[config.mk]
export PLATFORM = sky130hd
export DESIGN_NAME = cfu_cmd_issuer_flat
export DESIGN_NICKNAME = d
export VERILOG_FILES = /design/src/rtl/cfu_cmd_issuer_if.sv /design/src/rtl/cfu_cmd_issuer.sv /design/src/flat_wrapper.sv
export SDC_FILE = /design/constraint.sdc
export NUM_CORES = 1
export LEC_CHECK = 0
export CAP_MARGIN = 15
export CORE_ASPECT_RATIO = 1.75
export CORE_UTILIZATION = 35
export CTS_CLUSTER_SIZE = 16
export DETAILED_ROUTE_END_ITERATION = 10
export HOLD_SLACK_MARGIN = 0.15
export PLACE_DENSITY_LB_ADDON = 0.08
export SLEW_MARGIN = 20
export SYNTH_ARGS = -nofsm -noshare
export SYNTH_HDL_FRONTEND = slang
export SYNTH_SLANG_ARGS = --single-unit
[constraint.sdc]
create_clock -name clk -period 3.7 [get_ports clk]
set_clock_uncertainty 0.05 [all_clocks]
set_input_delay 0.555 -clock clk [delete_from_list [all_inputs] [get_ports clk]]
set_output_delay 0.555 -clock clk [all_outputs]
set_load 0.005 [all_outputs]
[src/rtl/cfu_cmd_issuer_if.sv]
// CFU command/response bus between the issuer (master) and a CFU (slave).
// Handshakes: a transfer happens on a rising edge where valid && ready; valid never waits on ready.
interface cfu_cmd_issuer_if;
    logic        cmd_valid;
    logic        cmd_ready;
    logic [9:0]  cmd_payload_function_id;
    logic [31:0] cmd_payload_inputs_0;
    logic [31:0] cmd_payload_inputs_1;
    logic        rsp_valid;
    logic        rsp_ready;
    logic [31:0] rsp_payload_outputs_0;

    modport master (
        output cmd_valid, cmd_payload_function_id, cmd_payload_inputs_0, cmd_payload_inputs_1,
        output rsp_ready,
        input  cmd_ready, rsp_valid, rsp_payload_outputs_0
    );

    modport slave (
        input  cmd_valid, cmd_payload_function_id, cmd_payload_inputs_0, cmd_payload_inputs_1,
        input  rsp_ready,
        output cmd_ready, rsp_valid, rsp_payload_outputs_0
    );
endinterface

[src/rtl/cfu_cmd_issuer.sv]
// Issues queued CFU commands one at a time and collects their results into a response queue.
// Errors (timeout in WAIT_RSP, response outside WAIT_RSP) are sticky until reset.
module cfu_cmd_issuer #(
    parameter int CMD_DEPTH = 4,
    parameter int RSP_DEPTH = 4,
    parameter int TIMEOUT   = 1024
) (
    input  logic                   clk,
    input  logic                   reset_n,
    input  logic                   push_valid,
    output logic                   push_ready,
    input  logic [9:0]             push_function_id,
    input  logic [31:0]            push_in0,
    input  logic [31:0]            push_in1,
    cfu_cmd_issuer_if.master       cfu,
    output logic                   pop_valid,
    input  logic                   pop_ready,
    output logic [31:0]            pop_data,
    output logic                   busy,
    output logic [15:0]            issued_count,
    output logic                   err_timeout,
    output logic                   err_spurious,
    output logic [1:0]             dbg_state
);
    localparam int CW = $clog2(CMD_DEPTH);
    localparam int RW = $clog2(RSP_DEPTH);
    localparam int TW = $clog2(TIMEOUT + 1);

    localparam logic [1:0] S_IDLE     = 2'd0;
    localparam logic [1:0] S_ISSUE    = 2'd1;
    localparam logic [1:0] S_WAIT_RSP = 2'd2;

    logic [1:0]    state;
    logic [73:0]   cmd_mem [CMD_DEPTH];
    logic [CW-1:0] cmd_wr_ptr, cmd_rd_ptr;
    logic [CW:0]   cmd_count;
    logic          cmd_full, cmd_empty, cmd_push, cmd_pop;

    logic [31:0]   rsp_mem [RSP_DEPTH];
    logic [RW-1:0] rsp_wr_ptr, rsp_rd_ptr;
    logic [RW:0]   rsp_count;
    logic          rsp_empty, rsp_push, rsp_pop;

    logic          pending, credit_ok;
    logic [TW-1:0] wait_cnt;

    assign cmd_empty = (cmd_count == '0);
    assign cmd_full  = (cmd_count == (CW+1)'(CMD_DEPTH));
    assign rsp_empty = (rsp_count == '0);

    // An issued command reserves a response slot until its result lands.
    assign pending   = (state != S_IDLE);
    assign credit_ok = (rsp_count + (RW+1)'(pending)) < (RW+1)'(RSP_DEPTH);

    assign cmd_pop   = (state == S_IDLE) && !cmd_empty && credit_ok;
    // A full queue still takes a push on the edge it hands its head to the FSM.
    assign cmd_push  = push_valid && (!cmd_full || cmd_pop);
    assign rsp_push  = (state == S_WAIT_RSP) && cfu.rsp_ready && cfu.rsp_valid;
    assign rsp_pop   = !rsp_empty && pop_ready;

    assign push_ready = !cmd_full;
    assign pop_valid  = !rsp_empty;
    assign pop_data   = rsp_mem[rsp_rd_ptr];
    assign busy       = !cmd_empty || (state != S_IDLE);
    assign dbg_state  = state;

    always_ff @(posedge clk) begin
        if (cmd_push) cmd_mem[cmd_wr_ptr] <= {push_function_id, push_in0, push_in1};
        if (rsp_push) rsp_mem[rsp_wr_ptr] <= cfu.rsp_payload_outputs_0;
    end

    always_ff @(posedge clk) begin
        if (!reset_n) begin
            cmd_wr_ptr <= '0;
            cmd_rd_ptr <= '0;
            cmd_count  <= '0;
            rsp_wr_ptr <= '0;
            rsp_rd_ptr <= '0;
            rsp_count  <= '0;
        end else begin
            if (cmd_push) cmd_wr_ptr <= cmd_wr_ptr + 1'b1;
            if (cmd_pop)  cmd_rd_ptr <= cmd_rd_ptr + 1'b1;
            cmd_count <= cmd_count + (CW+1)'(cmd_push) - (CW+1)'(cmd_pop);
            if (rsp_push) rsp_wr_ptr <= rsp_wr_ptr + 1'b1;
            if (rsp_pop)  rsp_rd_ptr <= rsp_rd_ptr + 1'b1;
            rsp_count <= rsp_count + (RW+1)'(rsp_push) - (RW+1)'(rsp_pop);
        end
    end

    always_ff @(posedge clk) begin
        if (!reset_n) begin
            state                       <= S_IDLE;
            cfu.cmd_valid               <= 1'b0;
            cfu.rsp_ready               <= 1'b0;
            cfu.cmd_payload_function_id <= '0;
            cfu.cmd_payload_inputs_0    <= '0;
            cfu.cmd_payload_inputs_1    <= '0;
            issued_count                <= '0;
            wait_cnt                    <= '0;
            err_timeout                 <= 1'b0;
            err_spurious                <= 1'b0;
        end else begin
            if (cfu.rsp_valid && (state == S_IDLE || state == S_ISSUE)) err_spurious <= 1'b1;

            case (state)
                S_IDLE: begin
                    if (cmd_pop) begin
                        {cfu.cmd_payload_function_id, cfu.cmd_payload_inputs_0,
                         cfu.cmd_payload_inputs_1} <= cmd_mem[cmd_rd_ptr];
                        cfu.cmd_valid <= 1'b1;
                        state         <= S_ISSUE;
                    end
                end
                S_ISSUE: begin
                    if (cfu.cmd_ready) begin
                        cfu.cmd_valid <= 1'b0;
                        cfu.rsp_ready <= 1'b1;
                        issued_count  <= issued_count + 1'b1;
                        wait_cnt      <= '0;
                        state         <= S_WAIT_RSP;
                    end
                end
                S_WAIT_RSP: begin
                    if (cfu.rsp_valid) begin
                        cfu.rsp_ready <= 1'b0;
                        state         <= S_IDLE;
                    end else if (wait_cnt != TW'(TIMEOUT)) begin
                        // Counter saturates; the FSM keeps waiting after flagging.
                        wait_cnt <= wait_cnt + 1'b1;
                        if (wait_cnt == TW'(TIMEOUT - 1)) err_timeout <= 1'b1;
                    end
                end
                default: state <= S_IDLE;
            endcase
        end
    end
endmodule

[src/flat_wrapper.sv]
// flat-port wrapper written by rule: the top's interface ports become plain ports
module cfu_cmd_issuer_flat 
#(
    parameter int CMD_DEPTH = 4,
    parameter int RSP_DEPTH = 4,
    parameter int TIMEOUT   = 1024
)
  (clk, reset_n, push_valid, push_ready, push_function_id, push_in0, push_in1, pop_valid, pop_ready, pop_data, busy, issued_count, err_timeout, err_spurious, dbg_state, cfu_cmd_valid, cfu_cmd_payload_function_id, cfu_cmd_payload_inputs_0, cfu_cmd_payload_inputs_1, cfu_rsp_ready, cfu_cmd_ready, cfu_rsp_valid, cfu_rsp_payload_outputs_0);
  cfu_cmd_issuer_if cfu_i ();
  input  logic clk;
  input  logic reset_n;
  input  logic push_valid;
  output logic push_ready;
  input  logic [9:0] push_function_id;
  input  logic [31:0] push_in0;
  input  logic [31:0] push_in1;
  output logic pop_valid;
  input  logic pop_ready;
  output logic [31:0] pop_data;
  output logic busy;
  output logic [15:0] issued_count;
  output logic err_timeout;
  output logic err_spurious;
  output logic [1:0] dbg_state;
  output wire logic [$bits(cfu_i.cmd_valid)-1:0] cfu_cmd_valid;
  output wire logic [$bits(cfu_i.cmd_payload_function_id)-1:0] cfu_cmd_payload_function_id;
  output wire logic [$bits(cfu_i.cmd_payload_inputs_0)-1:0] cfu_cmd_payload_inputs_0;
  output wire logic [$bits(cfu_i.cmd_payload_inputs_1)-1:0] cfu_cmd_payload_inputs_1;
  output wire logic [$bits(cfu_i.rsp_ready)-1:0] cfu_rsp_ready;
  input wire logic [$bits(cfu_i.cmd_ready)-1:0] cfu_cmd_ready;
  input wire logic [$bits(cfu_i.rsp_valid)-1:0] cfu_rsp_valid;
  input wire logic [$bits(cfu_i.rsp_payload_outputs_0)-1:0] cfu_rsp_payload_outputs_0;
  assign cfu_cmd_valid = cfu_i.cmd_valid;
  assign cfu_cmd_payload_function_id = cfu_i.cmd_payload_function_id;
  assign cfu_cmd_payload_inputs_0 = cfu_i.cmd_payload_inputs_0;
  assign cfu_cmd_payload_inputs_1 = cfu_i.cmd_payload_inputs_1;
  assign cfu_rsp_ready = cfu_i.rsp_ready;
  assign cfu_i.cmd_ready = cfu_cmd_ready;
  assign cfu_i.rsp_valid = cfu_rsp_valid;
  assign cfu_i.rsp_payload_outputs_0 = cfu_rsp_payload_outputs_0;
  cfu_cmd_issuer #(.CMD_DEPTH(CMD_DEPTH), .RSP_DEPTH(RSP_DEPTH), .TIMEOUT(TIMEOUT)) u_core (.clk(clk), .reset_n(reset_n), .push_valid(push_valid), .push_ready(push_ready), .push_function_id(push_function_id), .push_in0(push_in0), .push_in1(push_in1), .cfu(cfu_i), .pop_valid(pop_valid), .pop_ready(pop_ready), .pop_data(pop_data), .busy(busy), .issued_count(issued_count), .err_timeout(err_timeout), .err_spurious(err_spurious), .dbg_state(dbg_state));
endmodule
==> results of run 1 <==
==> area by class of cell <==
type | instances | area [µm²]
Fill cell | 5100 | 31900
Sequential cell | 547 | 15200
Multi-Input combinational cell | 524 | 4690
Timing Repair Buffer | 264 | 2680
Clock buffer | 71 | 1430
Tap cell | 767 | 960
Clock inverter | 20 | 118
Inverter | 21 | 81.3
==> through the flow <==
stage          hold WS, ns  setup WS [ns]  utilization  instance area, µm²
2_1_floorplan        0.403          0.403            -               20200
5_1_grt              0.420          0.751        0.441               25200
4_1_cts              0.404          0.772        0.441               25200
3_5_place_dp         0.397          0.916        0.414               23600
6_report             0.404          0.862        0.441               25200
3_3_place_gp         0.392          0.900        0.414               23600
==> kinds of logic (layout without fill, tap and decap cells) <==
family,after synthesis,count (layout),share of synthesized area
adders and majority gates,17,17,0.0113
and+or+nand+nor,267,267,0.0607
muxes,111,111,0.121
DFF,547,547,0.753
xor gates and xnor gates,20,20,0.00868
AOI/OAI and AO/OA,109,109,0.0300
buffers and inverters,78,376,0.0162
==> flip-flops by register name (all words and copies together) (netlist names), 2 cells and up, named ones only <==
| signal | flops |
|---|---|
| u_core.cmd_mem | 296 |
| u_core.rsp_mem | 128 |
| u_core.cfu.cmd_payload_inputs_0 | 32 |
| u_core.cfu.cmd_payload_inputs_1 | 32 |
| u_core.issued_count | 16 |
| u_core.wait_cnt | 11 |
| u_core.cfu.cmd_payload_function_id | 10 |
| u_core.cmd_count | 3 |
| u_core.rsp_count | 3 |
| u_core.cmd_rd_ptr | 2 |
| u_core.cmd_wr_ptr | 2 |
| u_core.dbg_state | 2 |
| u_core.rsp_rd_ptr | 2 |
| u_core.rsp_wr_ptr | 2 |
==> layer usage <==
metal | global-route usage | vias to the layer above | wire length (µm)
met3 | 0.0319 | 55 | 2500
met5 | 0 | - | 23
met4 | 0.0437 | 4 | 953
li1 | - | 4928 | -
met2 | 0.293 | 248 | 24400
met1 | 0.184 | 5473 | 18000
==> critical path, cell delays in order, from the launching register on <==
cell and delay, ns:
dfxtp_2 0.34, buf_12 0.27, mux4_2 0.57, clkdlybuf4s50_1 0.48
==> worst max-delay path by stage <==
stage          cells after the start                 from               endpoint  slack [ns]
3_3_place_gp                       5        cfu_rsp_valid  u_core.rsp_mem[0][10]        0.90
2_1_floorplan                      4  u_core.dbg_state[0]   u_core.cmd_mem[1][0]        0.40
6_report                           3                 flop            pop_data[6]        0.86
3_5_place_dp                       5        cfu_rsp_valid  u_core.rsp_mem[0][10]        0.92
4_1_cts                            3                 flop            pop_data[6]        0.77
5_1_grt                            3                 flop            pop_data[6]        0.75
==> placed cells by master (no fill, tap or decap), types with 4 or more instances in the layout <==
cell type,n
nand4_1,8
ha_1,15
and2_4,4
clkbuf_16,52
nand2_1,170
nor2_1,26
a21oi_1,88
mux4_2,106
inv_1,19
or4_1,7
o31ai_1,5
xor2_1,9
nand3_1,11
clkdlybuf4s50_1,242
buf_12,7
and2_1,9
mux2i_1,5
or3_1,9
o21ai_0,5
xnor2_1,11
edfxtp_1,424
buf_4,15
clkinv_1,11
nor3_1,5
dfxtp_1,120
clkinv_2,6
clkbuf_1,13
clkbuf_8,6
==> power by group through the flow <==
stage	sequential (mW)	clock (mW)	combinational [mW]
2_1_floorplan	7.76	0	2.26
3_3_place_gp	7.91	0	4.17
3_5_place_dp	7.93	0	4.17
4_1_cts	7.80	5.13	4.19
5_1_grt	7.87	5.32	4.44
6_report	7.77	4.94	4.03
==> results.py, run 1 <==
metrics = {
    "synthesis": {
        "ys_warn_count": 0,
        "synth_edf_count": 424,
        "yosysMostFrequentCell": "edfxtp_1",
        "yosysTopAreaCellShare": 0.631,
        "synth.avg_cell_area_um2": 17.6,
        "synthDistinctLibCells": 47,
        "ys_ff_latch": 547,
        "synth_common_cells": "edfxtp_1 (424), nand2_1 (171), dfxtp_1 (123)",
        "syn_nets": 1278,
        "synthArstFlopShare": 0,
        "syn_area_um2": 20200,
        "yosys-top-cells-area": "edfxtp_1 (63%), dfxtp_1 (12%), mux4_2 (12%), nand2_1 (3.2%), a21oi_1 (2.2%)",
        "syn_inst": 1149,
        "ys_seq_area_frac": 0.753,
        "synthFlopType": "edfxtp_1",
        "synth_area_leader_cell": "edfxtp_1",
    },
    "hold_path": {
        "hp-class": "reg -> reg",
        "min_to": "u_core.cfu.cmd_payload_inputs_0[30]",
        "hold_start": "u_core.cfu.cmd_payload_inputs_0[30]",
        "hold_depth": 2,
    },
    "global_routing": {
        "grt_remaining_overflow": 0,
        "grtUsageTotal": 0.159,
        "grt_pass1_wl_um": 70100,
        "grt_pass1_vias": 11400,
        "grt_max_degree": 77,
        "antenna_found_initial": 2,
    },
    "power": {
        "totalPowerFinal_mw": 16.7,
        "share_comb_of_total_power": 0.241,
        "p_clk_frac": 0.295,
        "pwr-share-seq": 0.464,
        "p_int_mw": 12.2,
        "p_leak_nw": 8.02,
        "p_per_area_nw_per_um2": 666,
        "ir_drop_v": 0.000416,
        "netSwitchingFraction": 0.274,
        "p_sw_mw": 4.58,
    },
    "clocking": {
        "clkTransAtPathRegs_ns": 0.06,
        "htree_levels": 2,
        "cts_tree": "built",
        "post_cts_buffers": 0,
        "clock_sinks": 547,
        "worstSkewPairLatency_ns": 0.57,
        "root_buffer": "clkbuf_16",
        "clk_path_buf_depth": 3,
        "cts-resized-gates": 0,
        "ctsHoldBuffers": 0,
        "cts_buffers": 51,
    },
    "worst_setup_path": {
        "path_max_fanout": 32,
        "rr_startpoint": "u_core.dbg_state[0]",
        "crit_type": "reg -> out",
        "arrival_ns": 2.23,
        "r2r_slack_ns": 1.12,
        "r2r_end": "u_core.cmd_mem[2][11]",
        "crit_path_end_kind": "primary output",
        "worstRegToRegCells": 4,
        "worstPathRequired_ns": 3.09,
        "crit_path_start_kind": "flop",
    },
    "finish": {
        "area_growth_syn_to_layout_pct": 24.6,
        "final_layout_size_suffix_gt1_frac": 0.148,
        "stdcell_count": 2214,
        "layout.nets": 1538,
        "diodes": 0,
    },
    "detailed_routing": {
        "via_per_inst": 4.84,
        "drc": 0,
        "wl_per_cell_um": 20.7,
        "detail-route-antenna-nets": 0,
        "drtPass1Iterations": 6,
        "vias": 10700,
        "drtIter0Drc": 561,
        "drt-total-wl_um": 45900,
    },
    "sta": {
        "fmax_ghz": 0.352,
        "fin_tns_setup_ns": 0,
        "worstMarginPinSlew_ns": 0.978,
        "fin_crit_sh": 0.767,
        "rsz0062_at_grt": "false",
        "slew_headroom": 0.348,
        "finalCriticalPeriod_ns": 2.84,
        "timing.final.hold_violations": 0,
        "drv_slew": 0,
        "finalSetupViolations": 0,
    },
    "die": {
        "fp.dieH_um": 320,
        "io_pins": 243,
        "core_um2": 57000,
        "start_util": 0.354,
        "dieArea_um2": 58700,
        "die_width_um": 184,
        "fp-row-count": 116,
    },
    "status": {
        "status": "finished, final reports clean",
    },
    "flow_run": {
        "cap_viol_max_count": 0,
    },
    "placement": {
        "place.detailed.hpwl_um": 28000,
        "place.gp.congestion": 0.718,
        "dp_cells": 2123,
        "portBuffers": 242,
    },
}
Power figures use the tool's default switching activity.
==> run 2: changes to the inputs <==
==> constraint.sdc (replaced) <==
create_clock -name clk -period 2.7 [get_ports clk]
set_clock_uncertainty 0.05 [all_clocks]
set_input_delay 0.405 -clock clk [delete_from_list [all_inputs] [get_ports clk]]
set_output_delay 0.405 -clock clk [all_outputs]
set_load 0.005 [all_outputs]
==> run 2 against run 1 <==
  * Hold slack worse by 0.0028 ns
  * Via count is 0.24% higher
  * Clock power is 45% higher
  * Critical path type unchanged
  * First-iteration DRC count is 11% lower
  * Global-route usage is 0.48 points higher
  * Sequential share of layout area is 1.1 points lower
  * Critical path depth stayed put
  * Total power is 41% higher
  * Non-clock buffer count is 19 higher
  * Final cell count is 1.2% higher
==> results.py, run 2 (same netlist as run 1, synthesis figures left out) <==
metrics = {
    "die": {
        "core_um2": 57000,
        "io_pins": 243,
        "fp-row-count": 116,
        "dieArea_um2": 58700,
        "die_width_um": 184,
        "fp.dieH_um": 320,
        "start_util": 0.354,
    },
    "power": {
        "p_sw_mw": 6.43,
        "p_int_mw": 17.1,
        "p_leak_nw": 8.27,
        "p_per_area_nw_per_um2": 919,
        "totalPowerFinal_mw": 23.6,
        "share_comb_of_total_power": 0.246,
        "ir_drop_v": 0.000907,
        "p_clk_frac": 0.303,
        "pwr-share-seq": 0.451,
        "netSwitchingFraction": 0.273,
    },
    "finish": {
        "nFillCells": 5080,
        "utilization": 0.450,
        "largest_reg_flops": 296,
        "final_cell_area_um2": 25600,
        "area_growth_syn_to_layout_pct": 27.0,
        "mostFrequentLayoutCells": "edfxtp_1 (424), clkdlybuf4s50_1 (221), nand2_1 (170)",
        "largest-register": "u_core.cmd_mem",
        "layout.nets": 1557,
        "final_layout_size_suffix_gt1_frac": 0.165,
        "stdcell_count": 2241,
        "top_regs": "u_core.cmd_mem (296), u_core.rsp_mem (128)",
        "final_common_cell": "edfxtp_1",
    },
    "sta": {
        "fmax_ghz": 0.382,
        "finalSetupViolations": 0,
        "rsz0062_at_grt": "false",
        "timing.final.hold_violations": 0,
        "drv_slew": 0,
        "fin_tns_setup_ns": 0,
        "fin_crit_sh": 0.971,
        "slew_headroom": 0.499,
        "finalCriticalPeriod_ns": 2.62,
        "worstMarginPinSlew_ns": 0.751,
    },
    "clocking": {
        "worstSkewPairLatency_ns": 0.59,
        "cts_buffers": 51,
        "clkTransAtPathRegs_ns": 0.06,
        "root_buffer": "clkbuf_16",
        "clk_path_buf_depth": 3,
        "htree_levels": 2,
        "cts_tree": "built",
        "clock_sinks": 547,
    },
    "global_routing": {
        "met3_usage": 0.0387,
        "grt_busiest_layer": "met2",
        "grt_remaining_overflow": 0,
        "grtUsageTotal": 0.164,
        "grt_pass1_wl_um": 71500,
        "globalRouteMet2Util": 0.300,
        "antenna_found_initial": 5,
        "grt_pass1_vias": 11800,
        "grt_util_met1": 0.183,
        "grt_max_degree": 76,
    },
    "detailed_routing": {
        "drtIter0Drc": 499,
        "detail-route-antenna-nets": 0,
        "vias": 10700,
        "drtPass1Iterations": 6,
        "drc": 0,
        "via_per_inst": 4.79,
        "wl_per_cell_um": 20.8,
        "drt-total-wl_um": 46700,
    },
    "worst_setup_path": {
        "slowest_delay_ns": 0.50,
        "arrival_ns": 2.17,
        "worstRegToRegCells": 6,
        "r2r_end": "u_core.cfu.cmd_payload_inputs_0[14]",
        "rr_startpoint": "u_core.cmd_count[2]",
        "crit_family": "simple AND/OR/NAND/NOR gates",
        "cp_cell_sequence": "or3_4, or3_1, clkdlybuf4s50_1",
        "startpoint": "u_core.cmd_count[2]",
        "crit_type": "reg -> out",
        "cp_num_cells": 3,
        "r2r_slack_ns": 0.36,
        "cp-endpoint": "busy",
        "path_max_fanout": 4,
        "crit_slowest_cell": "clkdlybuf4s50_1",
        "crit_path_start_kind": "flop",
        "path_buf_inv": 1,
        "crit_path_end_kind": "primary output",
        "worstPathRequired_ns": 2.25,
    },
    "flow_run": {
        "cap_viol_max_count": 0,
    },
    "placement": {
        "place.gp.congestion": 0.756,
        "dpl_cell_area_um2": 23900,
        "place.detailed.hpwl_um": 28200,
        "portBuffers": 242,
        "dp_cells": 2138,
    },
    "status": {
        "status": "finished, final reports clean",
    },
    "hold_path": {
        "hold_start": "push_in0[25]",
        "hp-class": "in -> reg",
    },
}
==> run 2: final cells by class <==
class | count | area (µm²) | area share
flip-flops and latches | 547 | 15200 | 0.593
clock inverters | 20 | 184 | 0.00717
inverters | 21 | 81.3 | 0.00317
diodes | 3 | 7.51 | 0.000293
clock buffers | 76 | 1480 | 0.0577
repair buffers | 283 | 3030 | 0.118
multi-input cells | 524 | 4690 | 0.183
well taps | 767 | 960 | 0.0374
==> run 2: worst reg2reg max path, cell delays in order (launching register included) <==
cell and delay, ns:
dfxtp_1 0.34, or3_4 0.43, nand2_4 0.09, buf_4 0.58
buf_4 0.52, nand2_1 0.11, a21oi_1 0.15
==> run 2: what timing repair did <==
| item | 4_1_cts | 5_1_grt |
|---|---|---|
| endpoints found under the setup margin | 33 | 4 |
| cloned | 2 | 0 |
| hold buffers | 0 | 0 |
| resized for setup | 25 | 0 |
| buffers inserted | 1 | 1 |
==> run 2: power groups by stage <==
stage | Clock, mW | Sequential (mW) | Combinational (mW)
final | 7.14 | 10.6 | 5.81
after global routing | 7.70 | 10.7 | 6.42
after CTS | 7.43 | 10.7 | 5.99
after detailed placement | 0 | 10.8 | 5.94
after global placement | 0 | 10.8 | 5.94
after floorplan | 0 | 10.6 | 3.09
==> run 2: metal layers <==
layer,part of all wire,routed length (µm)
met1,0.38,17600
met4,0.023,1070
met3,0.061,2840
met2,0.54,25100
met5,0.00058,27
==> run 2: stage by stage <==
| stage | setup slack [ns] | hold slack (ns) |
|---|---|---|
| 6_report | 0.0793 | 0.401 |
| 4_1_cts | 0.00132 | 0.353 |
| 2_1_floorplan | 0.172 | 0.403 |
| 3_3_place_gp | 0.231 | 0.392 |
| 3_5_place_dp | 0.226 | 0.395 |
| 5_1_grt | 0.00607 | 0.382 |
==> run 2: worst min-delay path by stage <==
stage / to / slack, ns / cells after the start
after floorplan: u_core.cfu.cmd_payload_function_id[0] / 0.40 / 2
after global placement: u_core.cfu.cmd_payload_inputs_0[16] / 0.39 / 2
after detailed placement: u_core.cfu.cmd_payload_inputs_0[28] / 0.40 / 2
after CTS: u_core.cmd_mem[0][72] / 0.35 / 1
after global routing: u_core.cmd_mem[3][63] / 0.38 / 1
final: u_core.cmd_mem[0][57] / 0.40 / 1
